### config.mk
export PLATFORM = sky130hd
export DESIGN_NAME = csr_wbmaster
export DESIGN_NICKNAME = d
export VERILOG_FILES = /design/src/rtl/csr_wbmaster_pkg.sv /design/src/rtl/csr_wbmaster.sv
export SDC_FILE = /design/constraint.sdc
export NUM_CORES = 1
export LEC_CHECK = 0
export ABC_AREA = 1
export BUFFER_PORTS_ARGS = -buffer_cell sky130_fd_sc_hd__clkbuf_2
export CAP_MARGIN = 20
export CORE_ASPECT_RATIO = 1.75
export CORE_MARGIN = 2
export CORE_UTILIZATION = 45
export DETAILED_ROUTE_END_ITERATION = 12
export GPL_ROUTABILITY_DRIVEN = 0
export PLACE_DENSITY_LB_ADDON = 0.2
export REMOVE_ABC_BUFFERS = 1
export SLEW_MARGIN = 20
export SYNTH_ARGS = -nofsm -noshare
export SYNTH_HDL_FRONTEND = slang
export SYNTH_SLANG_ARGS = --single-unit
### constraint.sdc
create_clock -name sys_clk -period 19.9 [get_ports sys_clk]
set_input_delay 3.98 -clock sys_clk [delete_from_list [all_inputs] [get_ports sys_clk]]
set_output_delay 3.98 -clock sys_clk [all_outputs]
set_load 0.1 [all_outputs]
### src/rtl/csr_wbmaster_pkg.sv
// Shared definitions for the CSR-driven Wishbone initiator.
// Register indices, CTRL/STATUS bit positions and FSM state encoding.
// Imported by csr_wbmaster and its testbench.
package csr_wbmaster_pkg;

   // Register indices (csr_a[2:0])
   localparam logic [2:0] REG_ADDR    = 3'd0;
   localparam logic [2:0] REG_WDATA   = 3'd1;
   localparam logic [2:0] REG_RDATA   = 3'd2;
   localparam logic [2:0] REG_SUM     = 3'd3;
   localparam logic [2:0] REG_COUNT   = 3'd4;
   localparam logic [2:0] REG_CTRL    = 3'd5;
   localparam logic [2:0] REG_STATUS  = 3'd6;
   localparam logic [2:0] REG_TIMEOUT = 3'd7;

   // CTRL bit positions
   localparam int CTRL_START   = 0;
   localparam int CTRL_WE      = 1;
   localparam int CTRL_ABORT   = 2;
   localparam int CTRL_SEL_LSB = 4;

   // STATUS bit positions
   localparam int STAT_BUSY    = 0;
   localparam int STAT_DONE    = 1;
   localparam int STAT_TIMEOUT = 2;
   localparam int STAT_ABORTED = 3;

   typedef enum logic [1:0] {
      IDLE = 2'd0,
      REQ  = 2'd1,
      GAP  = 2'd2
   } state_e;

endpackage

### src/rtl/csr_wbmaster.sv
// CSR-programmed Wishbone classic-cycle initiator (single or sequential beats).
// Latency: CSR read 1 cycle; bus cycle starts the cycle after the start write.
// Backpressure: each beat holds cyc/stb until ack, timeout or abort.
module csr_wbmaster
   import csr_wbmaster_pkg::*;
#(
   parameter logic [3:0]  csr_addr      = 4'h9,
   parameter logic [15:0] TIMEOUT_RESET = 16'd1024
) (
   input  logic        sys_clk,
   input  logic        sys_rst,
   input  logic [13:0] csr_a,
   input  logic        csr_we,
   input  logic [31:0] csr_di,
   output logic [31:0] csr_do,
   output logic [31:0] wb_adr_o,
   output logic [31:0] wb_dat_o,
   input  logic [31:0] wb_dat_i,
   output logic [3:0]  wb_sel_o,
   output logic [2:0]  wb_cti_o,
   output logic        wb_we_o,
   output logic        wb_cyc_o,
   output logic        wb_stb_o,
   input  logic        wb_ack_i,
   output logic        irq
);

   state_e      state_q, state_d;

   logic [31:0] addr_q, addr_d;
   logic [31:0] wdata_q, wdata_d;
   logic [31:0] rdata_q, rdata_d;
   logic [31:0] sum_q, sum_d;
   logic [15:0] count_q, count_d;
   logic [15:0] timeout_q, timeout_d;
   logic        we_q, we_d;
   logic [3:0]  sel_q, sel_d;
   logic        done_q, done_d;
   logic        tout_q, tout_d;
   logic        aborted_q, aborted_d;
   logic [15:0] rem_q, rem_d;
   logic [31:0] cur_adr_q, cur_adr_d;
   logic [31:0] cmd_dat_q, cmd_dat_d;
   logic [15:0] tcnt_q, tcnt_d;
   logic [31:0] csr_do_q, csr_do_d;

   logic [2:0]  reg_idx;
   logic        csr_sel, csr_wr, ctrl_wr, busy;
   logic        start_cmd, abort_cmd, ack_ok, last_beat, to_hit, done_set;
   logic        unused_csr_bits;

   assign reg_idx         = csr_a[2:0];
   assign unused_csr_bits = ^csr_a[9:3];
   assign csr_sel         = (csr_a[13:10] == csr_addr);
   assign csr_wr          = csr_sel && csr_we;
   assign ctrl_wr         = csr_wr && (reg_idx == REG_CTRL);
   assign busy            = (state_q != IDLE);

   // Abort beats start when both bits arrive in one write; either is a no-op in the wrong state.
   assign abort_cmd = ctrl_wr && csr_di[CTRL_ABORT] && busy;
   assign start_cmd = ctrl_wr && csr_di[CTRL_START] && !csr_di[CTRL_ABORT] && !busy;
   assign ack_ok    = (state_q == REQ) && wb_ack_i;
   assign last_beat = ack_ok && (rem_q == 16'd1);
   // tcnt_q counts completed REQ cycles, so the beat dies after exactly TIMEOUT cycles.
   assign to_hit    = (state_q == REQ) && !wb_ack_i && (timeout_q != 16'd0)
                      && ((tcnt_q + 16'd1) == timeout_q);
   // Done is raised on the edge that enters GAP with nothing left to do.
   assign done_set  = !abort_cmd && ((start_cmd && (count_q == 16'd0)) || last_beat);

   // FSM state register
   always_ff @(posedge sys_clk or posedge sys_rst) begin
      if (sys_rst) state_q <= IDLE;
      else         state_q <= state_d;
   end

   // FSM next-state logic
   always_comb begin
      state_d = state_q;
      case (state_q)
         IDLE: if (start_cmd) state_d = (count_q != 16'd0) ? REQ : GAP;
         REQ: begin
            if (abort_cmd)     state_d = IDLE;
            else if (wb_ack_i) state_d = GAP;
            else if (to_hit)   state_d = IDLE;
         end
         GAP: begin
            if (abort_cmd || (rem_q == 16'd0)) state_d = IDLE;
            else                               state_d = REQ;
         end
         default: state_d = IDLE;
      endcase
   end

   // FSM outputs: the bus is requested only while in REQ
   always_comb begin
      wb_cyc_o = (state_q == REQ);
      wb_stb_o = (state_q == REQ);
   end

   // Register file, command latching and beat datapath
   always_comb begin
      addr_d    = addr_q;
      wdata_d   = wdata_q;
      rdata_d   = rdata_q;
      sum_d     = sum_q;
      count_d   = count_q;
      timeout_d = timeout_q;
      we_d      = we_q;
      sel_d     = sel_q;
      done_d    = done_q;
      tout_d    = tout_q;
      aborted_d = aborted_q;
      rem_d     = rem_q;
      cur_adr_d = cur_adr_q;
      cmd_dat_d = cmd_dat_q;
      tcnt_d    = (state_q == REQ) ? (tcnt_q + 16'd1) : 16'd0;

      if (csr_wr) begin
         case (reg_idx)
            REG_ADDR:    addr_d    = csr_di;
            REG_WDATA:   wdata_d   = csr_di;
            REG_COUNT:   count_d   = csr_di[15:0];
            REG_TIMEOUT: timeout_d = csr_di[15:0];
            REG_CTRL: begin
               // we/sel drive the bus, so they only change between commands
               if (!busy) begin
                  we_d  = csr_di[CTRL_WE];
                  sel_d = csr_di[CTRL_SEL_LSB +: 4];
               end
            end
            REG_STATUS: begin
               done_d    = done_q    & ~csr_di[STAT_DONE];
               tout_d    = tout_q    & ~csr_di[STAT_TIMEOUT];
               aborted_d = aborted_q & ~csr_di[STAT_ABORTED];
            end
            default: ;
         endcase
      end

      if (start_cmd) begin
         rem_d     = count_q;
         cur_adr_d = {addr_q[31:2], 2'b00};
         cmd_dat_d = wdata_q;
         sum_d     = 32'd0;
         done_d    = 1'b0;
         tout_d    = 1'b0;
         aborted_d = 1'b0;
      end

      // An ack coincident with an abort still delivers its data
      if (ack_ok) begin
         if (!we_q) begin
            rdata_d = wb_dat_i;
            sum_d   = sum_q + wb_dat_i;
         end
         rem_d     = rem_q - 16'd1;
         cur_adr_d = cur_adr_q + 32'd4;
      end

      if (done_set)  done_d    = 1'b1;
      if (to_hit && !abort_cmd) tout_d = 1'b1;
      if (abort_cmd) aborted_d = 1'b1;
   end

   // CSR read mux, registered; silent when another page is addressed
   always_comb begin
      csr_do_d = 32'd0;
      if (csr_sel) begin
         case (reg_idx)
            REG_ADDR:    csr_do_d = addr_q;
            REG_WDATA:   csr_do_d = wdata_q;
            REG_RDATA:   csr_do_d = rdata_q;
            REG_SUM:     csr_do_d = sum_q;
            REG_COUNT:   csr_do_d = {16'd0, count_q};
            REG_CTRL:    csr_do_d = {24'd0, sel_q, 2'b00, we_q, 1'b0};
            REG_STATUS:  csr_do_d = {28'd0, aborted_q, tout_q, done_q, busy};
            REG_TIMEOUT: csr_do_d = {16'd0, timeout_q};
            default:     csr_do_d = 32'd0;
         endcase
      end
   end

   // State for registers and datapath
   always_ff @(posedge sys_clk or posedge sys_rst) begin
      if (sys_rst) begin
         addr_q    <= 32'd0;
         wdata_q   <= 32'd0;
         rdata_q   <= 32'd0;
         sum_q     <= 32'd0;
         count_q   <= 16'd0;
         timeout_q <= TIMEOUT_RESET;
         we_q      <= 1'b0;
         sel_q     <= 4'd0;
         done_q    <= 1'b0;
         tout_q    <= 1'b0;
         aborted_q <= 1'b0;
         rem_q     <= 16'd0;
         cur_adr_q <= 32'd0;
         cmd_dat_q <= 32'd0;
         tcnt_q    <= 16'd0;
         csr_do_q  <= 32'd0;
      end else begin
         addr_q    <= addr_d;
         wdata_q   <= wdata_d;
         rdata_q   <= rdata_d;
         sum_q     <= sum_d;
         count_q   <= count_d;
         timeout_q <= timeout_d;
         we_q      <= we_d;
         sel_q     <= sel_d;
         done_q    <= done_d;
         tout_q    <= tout_d;
         aborted_q <= aborted_d;
         rem_q     <= rem_d;
         cur_adr_q <= cur_adr_d;
         cmd_dat_q <= cmd_dat_d;
         tcnt_q    <= tcnt_d;
         csr_do_q  <= csr_do_d;
      end
   end

   assign csr_do   = csr_do_q;
   assign wb_adr_o = cur_adr_q;
   assign wb_dat_o = cmd_dat_q;
   assign wb_sel_o = sel_q;
   assign wb_we_o  = we_q;
   assign wb_cti_o = 3'b000;
   assign irq      = done_q | tout_q;

endmodule

==> impl_metrics.env <==
export IMPL_dp_hpwl_um=38300
export IMPL_finalNonFillerCells=2674
export IMPL_htree_levels=1
export IMPL_gr_total_overflow=0
export IMPL_final_max_slew_violation_count=0
export IMPL_clockRootBuffer="clkbuf_16"
export IMPL_yosys_top_cells_count="571 x nand2_1, 295 x dfrtp_1, 227 x inv_1, 201 x o21ai_0, 134 x nor2_1"
export IMPL_finalSetupViolations=0
export IMPL_max_freq_ghz=0.154
export IMPL_row_count=91
export IMPL_critical_path_class="input pin to register"
export IMPL_drt_iter0_drc=956
export IMPL_cts_resized=0
export IMPL_start_util_pct=45.4
export IMPL_antennaDiodeCount=0
export IMPL_grt_setup_unrepaired="false"
export IMPL_fp_coreArea_um2=35000
export IMPL_finClkSkew_ns=0.0223
export IMPL_fp_dieH_um=252
export IMPL_outcome="completed"
export IMPL_avgSynthCellArea_um2=7.77
export IMPL_synth_edf_count=0
export IMPL_synthToLayoutAreaGrowth_pct=13.5
export IMPL_nets=2307
export IMPL_drt_vias_per_instance=5.45
export IMPL_die_area_um2=36800
export IMPL_route_detailed_drc=0
export IMPL_synth_top_area_share_pct=46.5
export IMPL_first_pass_iters=7
export IMPL_critPathMaxFanout=31
export IMPL_yosysUniqueCellTypes=59
export IMPL_hp_class="register to register"
export IMPL_finish_utilization_pct=51.5
export IMPL_finalCritPeriodShare_pct=32.6
export IMPL_antenna_left=0
export IMPL_syn_instance_count=2043
export IMPL_drive_gt1_share_pct=13.7
export IMPL_yosysWarnings=0
export IMPL_grt_pass1_wl_um=79900
export IMPL_grt_pass1_vias=14500
export IMPL_drv_cap=0
export IMPL_ys_flop_type="dfrtp_1"
export IMPL_wl_um=51200
export IMPL_avgRoutedWirePerCell_um=19.1
export IMPL_synth_seq_area_share_pct=46.7
export IMPL_grt_use_total_pct=27.7
export IMPL_relSlewSlack_pct=34.3
export IMPL_clk_latency_ns=0.55
export IMPL_critPathArrivalTime_ns=6.92
export IMPL_worst_pin_slew_ns=0.983
export IMPL_ios=189
export IMPL_critPathLaunchType="input pin"
export IMPL_p_total_mw=2.26
export IMPL_grt_max_degree=90
export IMPL_yosys_area_top_type="dfrtp_1"
export IMPL_portBuffers=176
export IMPL_ir_drop_uv=76.3
export IMPL_synth_most_common_cell="nand2_1"
export IMPL_timing_setup_tns_ns=0
export IMPL_worst_hold_slack_ns=0.475
export IMPL_fp_dieW_um=146
export IMPL_cts_tree="yes"
export IMPL_cts_setup_buffers=0
export IMPL_grt_antenna_before_repair=0
export IMPL_dp_cells=2625
export IMPL_hold_viol=0
export IMPL_crit_path_end_kind="register"
export IMPL_clk_path_buf_depth=3
export IMPL_ys_ff_latch=296
export IMPL_finalCriticalPeriod_ns=6.49
export IMPL_vias=14600
export IMPL_cellLeakagePower_nw=8.80
export IMPL_power_density_nw_per_um2=126
export IMPL_cp_data_required_time_ns=20.34
export IMPL_cts_hold_buf=0
export IMPL_cts_buffers_inserted=27
export IMPL_synth_area_leaders="dfrtp_1 47%, nand2_1 14%, o21ai_0 6.3%"
export IMPL_synth_area_um2=15900
export IMPL_clkSinkCount=296
export IMPL_synth_async_reset_ratio_pct=100
export IMPL_clk_pin_slew_worst_paths_ns=0.07
[cells by family (layout without fill, tap and decap cells)]
logic type | count (synthesis) | after routing | share of synthesized area (%)
flip-flops | 296 | 296 | 46.7
AO/OA/AOI/OAI | 460 | 460 | 16.6
adder cells (fa/ha/maj) | 36 | 36 | 2.89
buffers and inverters | 317 | 479 | 8.11
other | 1 | 5 | 0.0236
AND/OR/NAND/NOR | 907 | 907 | 24.2
XOR/XNOR | 26 | 26 | 1.52
[state kept, by name, indices dropped and copies added (netlist names), 2 cells and up]
signal,cells
state_q,2
rem_q,16
wb_adr_o,30
addr_q,32
tcnt_q,16
timeout_q,16
rdata_q,32
csr_do,32
wb_dat_o,32
wdata_q,32
count_q,16
wb_sel_o,4
sum_q,32
[power breakdown]
| part | internal (mW) | leakage (nW) | switching, mW |
|---|---|---|---|
| clock network | 0.311 | 0.447 | 0.235 |
| registers | 0.726 | 3.83 | 0.116 |
| logic | 0.238 | 4.53 | 0.638 |
[layer usage]
layer | GRT usage (%) | routed length (um)
met4 | 16.3 | 3320
met5 | 0 | 0
met3 | 2.56 | 2070
met2 | 50.5 | 26500
met1 | 31.3 | 19300
[final cells by class]
class | count | area (um2)
Inverter | 240 | 910
Clock inverter | 12 | 146
Clock buffer | 37 | 773
Tap cell | 465 | 582
Timing Repair Buffer | 190 | 986
Sequential cell | 296 | 7410
Fill cell | 3430 | 16900
Multi-Input combinational cell | 1434 | 7210
[worst max-delay path, cell delays in order]
cell      delay, ns
clkbuf_2       0.09
nor2_2         0.10
nand3_2        0.06
buf_4          0.25
clkinv_2       0.20
nand2_2        0.10
inv_2          0.13
nand2_2        0.11
nor2_4         0.53
nand2_4        0.08
nand2_2        0.56
inv_2          0.38
a22o_1         0.32
[layout by cell type (no fill, tap or decap), drive strengths merged, types with 25 or more instances in the layout]
| master | n |
|---|---|
| nand4 | 25 |
| nor2 | 148 |
| nand2 | 580 |
| inv | 239 |
| clkbuf | 213 |
| o21ai | 234 |
| ha | 35 |
| nand3 | 104 |
| dfrtp | 295 |
| a21oi | 106 |
[stage by stage]
| stage | setup slack [ns] | area (um2) |
|---|---|---|
| 2_1_floorplan | 7.75 | 15500 |
| 3_3_place_gp | 12.92 | 17100 |
| 3_5_place_dp | 12.77 | 17100 |
| 4_1_cts | 13.27 | 18000 |
| 5_1_grt | 13.26 | 18000 |
| 6_report | 13.41 | 18000 |
[path summary, 6_finish.rpt]
kind	startpoint	depth (start not counted)	endpoint	slack, ns
min reg2reg	rdata_q[31]$_DFFE_PP0P_	2	rdata_q[31]$_DFFE_PP0P_	0.47
max reg2reg	state_q[1]$_DFFE_PP0P_	12	sum_q[11]$_DFF_PP0_	16.60
max	csr_a[11]	13	rem_q[9]$_DFFE_PP0P_	13.41
min in group asynchronous	sys_rst	2	csr_do[4]$_DFF_PP0_	3.49
max in group asynchronous	sys_rst	3	csr_do[26]$_DFF_PP0_	14.95
min	rdata_q[31]$_DFFE_PP0P_	2	rdata_q[31]$_DFFE_PP0P_	0.47
(Power assumes the default switching activity.)
